**config.mk**
```make
export PLATFORM = sky130hd
export DESIGN_NAME = instruction_fetch
export DESIGN_NICKNAME = d
export VERILOG_FILES = /design/src/rtl/fetch_pkg.sv /design/src/rtl/instr_rom.sv /design/src/rtl/instruction_fetch.sv
export SDC_FILE = /design/constraint.sdc
export NUM_CORES = 1
export LEC_CHECK = 0
export BUFFER_PORTS_ARGS = -buffer_cell sky130_fd_sc_hd__clkbuf_2
export CORE_MARGIN = 5
export CORE_UTILIZATION = 40
export CTS_CLUSTER_SIZE = 25
export DETAILED_ROUTE_END_ITERATION = 6
export PLACE_DENSITY = 0.65
export SETUP_SLACK_MARGIN = 0.1
export SYNTH_ARGS = -nofsm -noshare
export SYNTH_HDL_FRONTEND = slang
export SYNTH_SLANG_ARGS = --single-unit
export TNS_END_PERCENT = 30
```
**constraint.sdc**
```tcl
create_clock -name clk -period 3.5 [get_ports clk]
set_input_delay 1.05 -clock clk [delete_from_list [all_inputs] [get_ports clk]]
set_output_delay 1.05 -clock clk [all_outputs]
set_load 0.01 [all_outputs]
```
**src/rtl/fetch_pkg.sv**
```systemverilog
// fetch_pkg: shared widths, opcodes and FSM states for the instruction fetch stage
package fetch_pkg;
  localparam int ADDR_W = 3;
  localparam int INSTR_W = 8;
  localparam int OPC_W = 4;
  localparam logic [3:0] OPC_HLT = 4'hF;
  localparam logic [3:0] OPC_NOP = 4'h0;
  typedef enum logic [1:0] {IDLE, READ, HOLD, HALTED} state_t;
endpackage

```
**src/rtl/instr_rom.sv**
```systemverilog
// instr_rom: 8-entry program memory with registered read into the instruction register
module instr_rom #(
  parameter int ADDR_W = fetch_pkg::ADDR_W,
  parameter int INSTR_W = fetch_pkg::INSTR_W
) (
  input  logic               clk,
  input  logic               rst,
  input  logic               we,
  input  logic [ADDR_W-1:0]  waddr,
  input  logic [INSTR_W-1:0] wdata,
  input  logic               rd_en,
  input  logic [ADDR_W-1:0]  raddr,
  output logic [INSTR_W-1:0] rdata
);
  logic [INSTR_W-1:0] r_mem [2**ADDR_W];
  logic [INSTR_W-1:0] r_ir;
  assign rdata = r_ir;
  // a same-cycle write to the address being read wins over the old contents
  always_ff @(posedge clk) begin
    if (rst) begin
      for (int i = 0; i < 2**ADDR_W; i++) r_mem[i] <= '0;
      r_ir <= '0;
    end else begin
      if (we) r_mem[waddr] <= wdata;
      if (rd_en) r_ir <= (we && waddr == raddr) ? wdata : r_mem[raddr];
    end
  end
endmodule

```
**src/rtl/instruction_fetch.sv**
```systemverilog
// instruction_fetch: takes PC addresses, reads program memory and hands decoded instructions to execute
module instruction_fetch #(
  parameter int ADDR_W = fetch_pkg::ADDR_W,
  parameter int INSTR_W = fetch_pkg::INSTR_W,
  parameter int OPC_W = fetch_pkg::OPC_W
) (
  input  logic                     clk,
  input  logic                     rst,
  input  logic [ADDR_W-1:0]        pc_in,
  input  logic                     pc_valid,
  output logic                     pc_ready,
  input  logic                     prog_we,
  input  logic [ADDR_W-1:0]        prog_addr,
  input  logic [INSTR_W-1:0]       prog_data,
  output logic                     instr_valid,
  input  logic                     instr_ready,
  output logic [OPC_W-1:0]         opcode,
  output logic [INSTR_W-OPC_W-1:0] operand,
  output logic [ADDR_W-1:0]        instr_addr,
  output logic                     halt,
  output logic [3:0]               fetch_count
);
  import fetch_pkg::*;
  state_t r_state, w_next;
  logic [ADDR_W-1:0] r_addr, r_instr_addr;
  logic [3:0] r_count;
  logic [INSTR_W-1:0] w_ir;
  logic w_accept;
  assign pc_ready = r_state == IDLE;
  assign instr_valid = r_state == HOLD;
  assign halt = r_state == HALTED;
  assign opcode = w_ir[INSTR_W-1:INSTR_W-OPC_W];
  assign operand = w_ir[INSTR_W-OPC_W-1:0];
  assign instr_addr = r_instr_addr;
  assign fetch_count = r_count;
  assign w_accept = instr_valid && instr_ready;
  always_comb begin
    w_next = r_state;
    w_next = (r_state == IDLE && pc_valid) ? READ :
             (r_state == READ) ? HOLD :
             (w_accept) ? ((opcode == OPC_W'(OPC_HLT)) ? HALTED : IDLE) : r_state;
  end
  always_ff @(posedge clk) begin
    if (rst) begin
      r_state <= IDLE;
      r_addr <= '0;
      r_instr_addr <= '0;
      r_count <= '0;
    end else begin
      r_state <= w_next;
      if (pc_ready && pc_valid) r_addr <= pc_in;
      if (r_state == READ) r_instr_addr <= r_addr;
      if (w_accept && r_count != 4'hF) r_count <= r_count + 4'd1;
    end
  end
  instr_rom #(.ADDR_W(ADDR_W), .INSTR_W(INSTR_W)) u_rom (
    .clk(clk),
    .rst(rst),
    .we(prog_we),
    .waddr(prog_addr),
    .wdata(prog_data),
    .rd_en(r_state == READ),
    .raddr(r_addr),
    .rdata(w_ir)
  );
endmodule

```
---- After elaboration in Yosys (flattened, before gate mapping) ----
Memory sizes are Yosys's and may differ from the RTL's. A register that Yosys moved wholly into a read port is not among the register bits.
Cells that the tools add are included.
storage, ports and cells
  register bits after elaboration ......... 12
  logic and storage cells ................. 32
  bits in writable memories ............... 64
  memories ................................ 1
  output and inout port bits .............. 18
memories
  memory       words  width  rd ports  clocked after memory_dff  wr ports  line             text
  u_rom.r_mem  8      8      1         1                         8         instr_rom.sv:15  logic [INSTR_W-1:0] r_mem [2**ADDR_W];
cells by class
  equal/unequal tests ..................... 5
  muxes and demuxes ....................... 12
  reduce and logical (&&, ||, !) cells .... 8
  add/sub/neg operators ................... 1
operator list
  kind                                                                    number
  8-bit two-way mux                                                       1
  8-bit OR reduction                                                      1
  1-bit two-way mux                                                       7
  2-bit two-way mux                                                       3
  4-bit by 1-bit adder with 4-bit output (second input constant)          1
  2-bit equality test (second input constant)                             2
  4-bit equality test (second input constant)                             1
  4-bit != test (second input constant)                                   1
  1-bit logical AND                                                       3
  3-bit two-way mux                                                       1
  3-bit nonzero test                                                      1
  2-bit by 1-bit equality test with 1-bit output (second input constant)  1
  2-bit logical NOT                                                       1
  2-bit nonzero test                                                      1
  2-bit OR reduction                                                      1

---- Depth between registers and ports, before layout ----
Gate-level depths: netlist (run 1).
  word-level depth ........................ 5
  mapped depth ............................ 6
  mapped depth without buffers ............ 5

---- Modules after synthesis ----
A second synthesis (run 1) with hierarchy kept.
second synthesis, totals
  cell total of the unflattened synthesis .. 285
  area total of the unflattened synthesis .. 3808.7 sq um
by module, submodules not included
  module             sequential area each (sq um)  cells each  area each (sq um)  instances
  instr_rom          2082.0                        229         3266.9             1
  instruction_fetch  240.2                         56          541.8              1

---- Least setup slack after synthesis (run 1) ----
OpenSTA, ideal clock, no wires.
  kind .................................... input to register
  start ................................... input port rst
  end ..................................... memory u_rom.r_mem[3][0] (enable)
  library setup time ...................... 384 ps
  slack ................................... 1104 ps
  stages on the path ...................... 3
  arrival ................................. 2012 ps
  cells stage by stage .................... inv_2 nand3_1 o21ai_0
RTL lines
  element             line                    text
  start: declaration  instruction_fetch.sv:8  input logic rst,
  end: declaration    instr_rom.sv:15

==> results of run 1 <==
metrics by stage:
stage	instance area, um^2	utilization
2_1_floorplan	3890	-
4_1_cts	4470	0.463
5_1_grt	4470	0.463
3_3_place_gp	4220	0.438
3_5_place_dp	4220	0.438
6_report	4470	0.463
layer usage:
metal | vias up | wire length, um | global-route usage
met4 | 0 | 43 | 0.0595
met3 | 4 | 629 | 0.0379
met2 | 80 | 3990 | 0.242
met1 | 1152 | 3640 | 0.198
li1 | 1115 | - | -
met5 | - | 0 | 0
synthesized netlist by cell type (all sizes together) (4+ instances only):
cell type,n,area (um^2)
o21ai,14,70.1
mux4,16,413
nor2,23,91.3
and2,71,445
nor3,4,30.0
a22oi,8,60.1
clkbuf,5,33.8
dfxtp,20,400
nand2,4,15.0
mux2i,10,100
edfxtp,64,1920
nor2b,7,43.8
layout make-up:
type                    instances  area (um^2)
fillers                       886         5170
flip-flops and latches         84         2320
multi-input cells             182         1490
repair buffers                 44          240
well taps                     133          166
clock buffers                   9          124
clock inverters                 7          121
inverters                       2         7.51
worst max-delay path, stage by stage:
cell,delay [ps]
clkbuf_2,230
inv_2,210
nand3b_1,230
nor3_2,450
or2_2,310
sequential cells by signal (all words and copies together) (netlist names):
name and cells:
instr_addr 3, r_state 2, r_addr 3, fetch_count 4
u_rom.r_mem 64, u_rom.rdata 8
worst max-delay path by stage:
stage               from                 to  slack [ps]  cells after the start
global placement     rst  u_rom.r_mem[0][5]         850                      5
CTS                  rst  u_rom.r_mem[0][5]        1100                      5
floorplan            rst  u_rom.r_mem[3][0]        1100                      3
finish               rst  u_rom.r_mem[0][5]        1060                      5
detailed placement   rst  u_rom.r_mem[0][7]         730                      5
global route         rst  u_rom.r_mem[0][7]         890                      5
power by group through the flow:
stage                     sequential [mW]  combinational [mW]  clock (mW)
after floorplan                      1.17               0.130           0
after global placement               1.18               0.189           0
after detailed placement             1.18               0.194           0
after CTS                            1.16               0.194       0.857
after global routing                 1.17               0.209       0.902
final                                1.16               0.191       0.841
cell families (layout without fill, tap and decap cells):
| logic type | Yosys count | after routing | synth area share |
|---|---|---|---|
| flip-flops | 84 | 84 | 0.597 |
| XOR/XNOR | 4 | 4 | 0.0109 |
| AND/OR/NAND/NOR | 122 | 122 | 0.188 |
| AO/OA/AOI/OAI | 29 | 29 | 0.0473 |
| buffers and inverters | 10 | 62 | 0.0215 |
| multiplexers | 26 | 26 | 0.132 |
| adder cells (fa/ha/maj) | 1 | 1 | 0.00321 |
==> results.sh, run 1 <==
export IMPL_relSlewSlack=0.500
export IMPL_clk_path_buf_depth=2
export IMPL_core_area_um2=9640
export IMPL_grt_use_total=0.151
export IMPL_dieHeight_um=109
export IMPL_layout_setup_ws_ps=1060
export IMPL_synth_area_um2=3890
export IMPL_grt_pass1_vias=2299
export IMPL_antenna_found_initial=0
export IMPL_synthToLayoutAreaGrowth_pct=14.8
export IMPL_finalHoldViolations=0
export IMPL_combPwrFrac=0.087
export IMPL_cts_resized_gates=0
export IMPL_pre_cts_slack_ps=727
export IMPL_ir_worst_vdd_v=0.000252
export IMPL_wl_per_cell_um=18.0
export IMPL_hold_slack_ps=506
export IMPL_ant_nets=0
export IMPL_final_common_cell="and2_1"
export IMPL_drv_cap=0
export IMPL_dp_cells=445
export IMPL_fin_crit_sh=0.697
export IMPL_numCtsBuffers=9
export IMPL_die_area_um2=11800
export IMPL_final_max_slew_viol_count=0
export IMPL_place_congestion=0.817
export IMPL_synth_edff_count=64
export IMPL_p_sw_uw=498
export IMPL_r2r_slack_ps=1430
export IMPL_start_kind="primary input"
export IMPL_p_sw_frac=0.227
export IMPL_p_leak_nw=1.67
export IMPL_ctsRootBufferMaster="clkbuf_8"
export IMPL_rsz0062_at_grt="false"
export IMPL_hold_depth=2
export IMPL_ys_warn_count=0
export IMPL_numPortBuffers=36
export IMPL_synth_async_reset_ratio=0
export IMPL_p_seq_frac=0.529
export IMPL_arrival_ps=2490
export IMPL_vias=2351
export IMPL_grt_pass1_wl_um=12900
export IMPL_cts_hold_buffers=0
export IMPL_reg2reg_from="r_addr[0]"
export IMPL_htree_levels=3
export IMPL_drt_pass1_iterations=4
export IMPL_rows=36
export IMPL_finalSetupViolCount=0
export IMPL_pin_count=37
export IMPL_final_min_clock_period_ps=2440
export IMPL_hp_class="flop to flop"
export IMPL_avgSynthCellArea_um2=14.1
export IMPL_insertion_delay_ps=360
export IMPL_drive_above_1_share=0.223
export IMPL_clkSlewWorstSetupHoldPaths_ps=80
export IMPL_fin_cells=461
export IMPL_synthFlopType="edfxtp_1"
export IMPL_hold_start="instr_addr[2]"
export IMPL_critPathRequiredTime_ps=3550
export IMPL_clock_sinks=84
export IMPL_end_kind="flop"
export IMPL_n_antenna_cell=0
export IMPL_gr_total_overflow=0
export IMPL_ff2ff_path_depth=5
export IMPL_drc_errors=0
export IMPL_path_max_fanout=16
export IMPL_synth_seq_cells=84
export IMPL_dpl_hpwl_um=5760
export IMPL_ys_seq_area_frac=0.597
export IMPL_finClkSkew_ps=10.6
export IMPL_intPower_mw=1.69
export IMPL_layout_nets=343
export IMPL_synthCells=276
export IMPL_die_w_um=109
export IMPL_worstMarginPinSlew_ps=749
export IMPL_yosysUniqueCellTypes=41
export IMPL_syn_nets=296
export IMPL_post_cts_buffers=0
export IMPL_viasPerCell=5.10
export IMPL_fin_tns_setup_ps=0
export IMPL_r2r_end="u_rom.rdata[6]"
export IMPL_start_util=0.404
export IMPL_p_total_mw=2.19
export IMPL_drt_iter0_drc=141
export IMPL_wl_um=8310
export IMPL_powerDensity_nw_per_um2=491
export IMPL_mostFrequentLayoutCells="and2_1 (70), edfxtp_1 (64), clkbuf_2 (36)"
export IMPL_timing_fmax_mhz=410
export IMPL_cts_tree="built"
export IMPL_grt_max_degree=17
export IMPL_holdPathEnd="instr_addr[2]"
export IMPL_status="complete, no violations"
export IMPL_critical_path_class="primary input to flop"
export IMPL_clkPwrFrac=0.384
(Power assumes the default switching activity.)
==> inputs of run 2 (changes only) <==
==> constraint.sdc (replaced) <==
create_clock -name clk -period 2.54 [get_ports clk]
set_input_delay 0.762 -clock clk [delete_from_list [all_inputs] [get_ports clk]]
set_output_delay 0.762 -clock clk [all_outputs]
set_load 0.01 [all_outputs]
==> results.sh, run 2 (synthesis gave the netlist of run 1 again) <==
export IMPL_cts_tree="built"
export IMPL_grt_max_degree=20
export IMPL_p_leak_nw=1.71
export IMPL_grt_pass1_wl_um=13800
export IMPL_largest_register="u_rom.r_mem"
export IMPL_htree_levels=3
export IMPL_insertion_delay_ps=360
export IMPL_pin_count=37
export IMPL_drt_iter0_drc=210
export IMPL_powerDensity_nw_per_um2=669
export IMPL_wl_per_cell_um=18.4
export IMPL_numCtsBuffers=9
export IMPL_timing_fmax_mhz=533
export IMPL_path_max_fanout=8
export IMPL_finClkSkew_ps=6.24
export IMPL_critPathCapture="instr_valid"
export IMPL_fin_tns_setup_ps=0
export IMPL_end_kind="output port"
export IMPL_synthToLayoutAreaGrowth_pct=16.6
export IMPL_antenna_found_initial=0
export IMPL_place_congestion=0.781
export IMPL_die_w_um=109
export IMPL_start_kind="flop"
export IMPL_arrival_ps=1120
export IMPL_viasPerCell=5.11
export IMPL_start_util=0.404
export IMPL_cts_hold_buffers=0
export IMPL_dp_cells=454
export IMPL_core_area_um2=9640
export IMPL_clock_sinks=84
export IMPL_vias=2404
export IMPL_layout_nets=352
export IMPL_critPathRequiredTime_ps=1780
export IMPL_final_common_cell="and2_1"
export IMPL_fin_crit_sh=0.739
export IMPL_fin_util=0.471
export IMPL_mostFrequentLayoutCells="and2_1 (70), edfxtp_1 (64), clkbuf_2 (36)"
export IMPL_critical_path_class="flop to output port"
export IMPL_dpl_hpwl_um=5960
export IMPL_layout_setup_ws_ps=663
export IMPL_gr_total_overflow=0
export IMPL_clk_path_buf_depth=2
export IMPL_drive_above_1_share=0.243
export IMPL_grt_use_total=0.160
export IMPL_register_area_um2=2320
export IMPL_clkSlewWorstSetupHoldPaths_ps=90
export IMPL_reg2reg_from="r_addr[1]"
export IMPL_final_min_clock_period_ps=1880
export IMPL_ctsRootBufferMaster="clkbuf_8"
export IMPL_worstMarginPinSlew_ps=676
export IMPL_largest_reg_flops=64
export IMPL_cts_resized_gates=0
export IMPL_ir_worst_vdd_v=0.000275
export IMPL_drc_errors=0
export IMPL_pre_cts_slack_ps=385
export IMPL_dieHeight_um=109
export IMPL_finalSetupViolCount=0
export IMPL_grt_pass1_vias=2482
export IMPL_rows=36
export IMPL_fin_cells=470
export IMPL_critPathLaunch="r_state[1]"
export IMPL_finalHoldViolations=0
export IMPL_final_max_slew_viol_count=0
export IMPL_post_cts_buffers=0
export IMPL_multiInputGateArea_um2=1490
export IMPL_rsz0062_at_grt="false"
export IMPL_ant_nets=0
export IMPL_numPortBuffers=36
export IMPL_ff2ff_path_depth=3
export IMPL_hold_depth=2
export IMPL_fillers=872
export IMPL_r2r_end="u_rom.rdata[1]"
export IMPL_status="complete, no violations"
export IMPL_relSlewSlack=0.548
export IMPL_die_area_um2=11800
export IMPL_n_antenna_cell=0
export IMPL_drt_pass1_iterations=4
export IMPL_hp_class="flop to flop"
export IMPL_wl_um=8630
export IMPL_drv_cap=0
export IMPL_r2r_slack_ps=730
## run 2: cell count changes in the layout (fill, tap and decap cells not counted), sizes merged
cell,delta
clkinvlp,+2
clkinv,-2
buf,+9
## run 2: how the worst min path moves through the flow
stage             startpoint             to  slack (ps)
2_1_floorplan     r_state[0]     r_state[1]         530
3_3_place_gp   instr_addr[0]  instr_addr[0]         480
3_5_place_dp   instr_addr[2]  instr_addr[2]         490
4_1_cts        instr_addr[2]  instr_addr[2]         520
5_1_grt        instr_addr[0]  instr_addr[0]         540
6_report       instr_addr[2]  instr_addr[2]         520
## run 2: layout make-up
type,count,share of cell area
inverter,2,0.00166
timing repair buffer,53,0.0679
tap,133,0.0367
clock inverter,7,0.0270
clock buffer,9,0.0273
sequential,84,0.512
multi-input combinational,182,0.327
## run 2: critical path, cell delays in order (launching register included)
cell	delay, ps
dfxtp_1	460
nor2b_1	160
clkbuf_2	140
## run 2: routing by layer
| metal | track usage | vias to the layer above | wire length [um] |
|---|---|---|---|
| met5 | 0 | - | 0 |
| met1 | 0.197 | 1171 | 3660 |
| met3 | 0.0409 | 18 | 513 |
| met4 | 0.0739 | 0 | 275 |
| li1 | - | 1135 | - |
| met2 | 0.264 | 80 | 4190 |
## run 2: stage by stage
step / area, um^2 / power, mW / hold slack (ps)
final: 4540 / 3.04 / 517
after global routing: 4540 / 3.15 / 544
after CTS: 4540 / 3.06 / 520
after detailed placement: 4290 / 1.91 / 494
after global placement: 4290 / 1.90 / 478
after floorplan: 3890 / 1.79 / 529
## run 2: power breakdown
group	switching, mW	internal [mW]	leakage [nW]
clock	0.505	0.660	0.116
combinational	0.155	0.124	0.816
sequential	0.0363	1.56	0.776
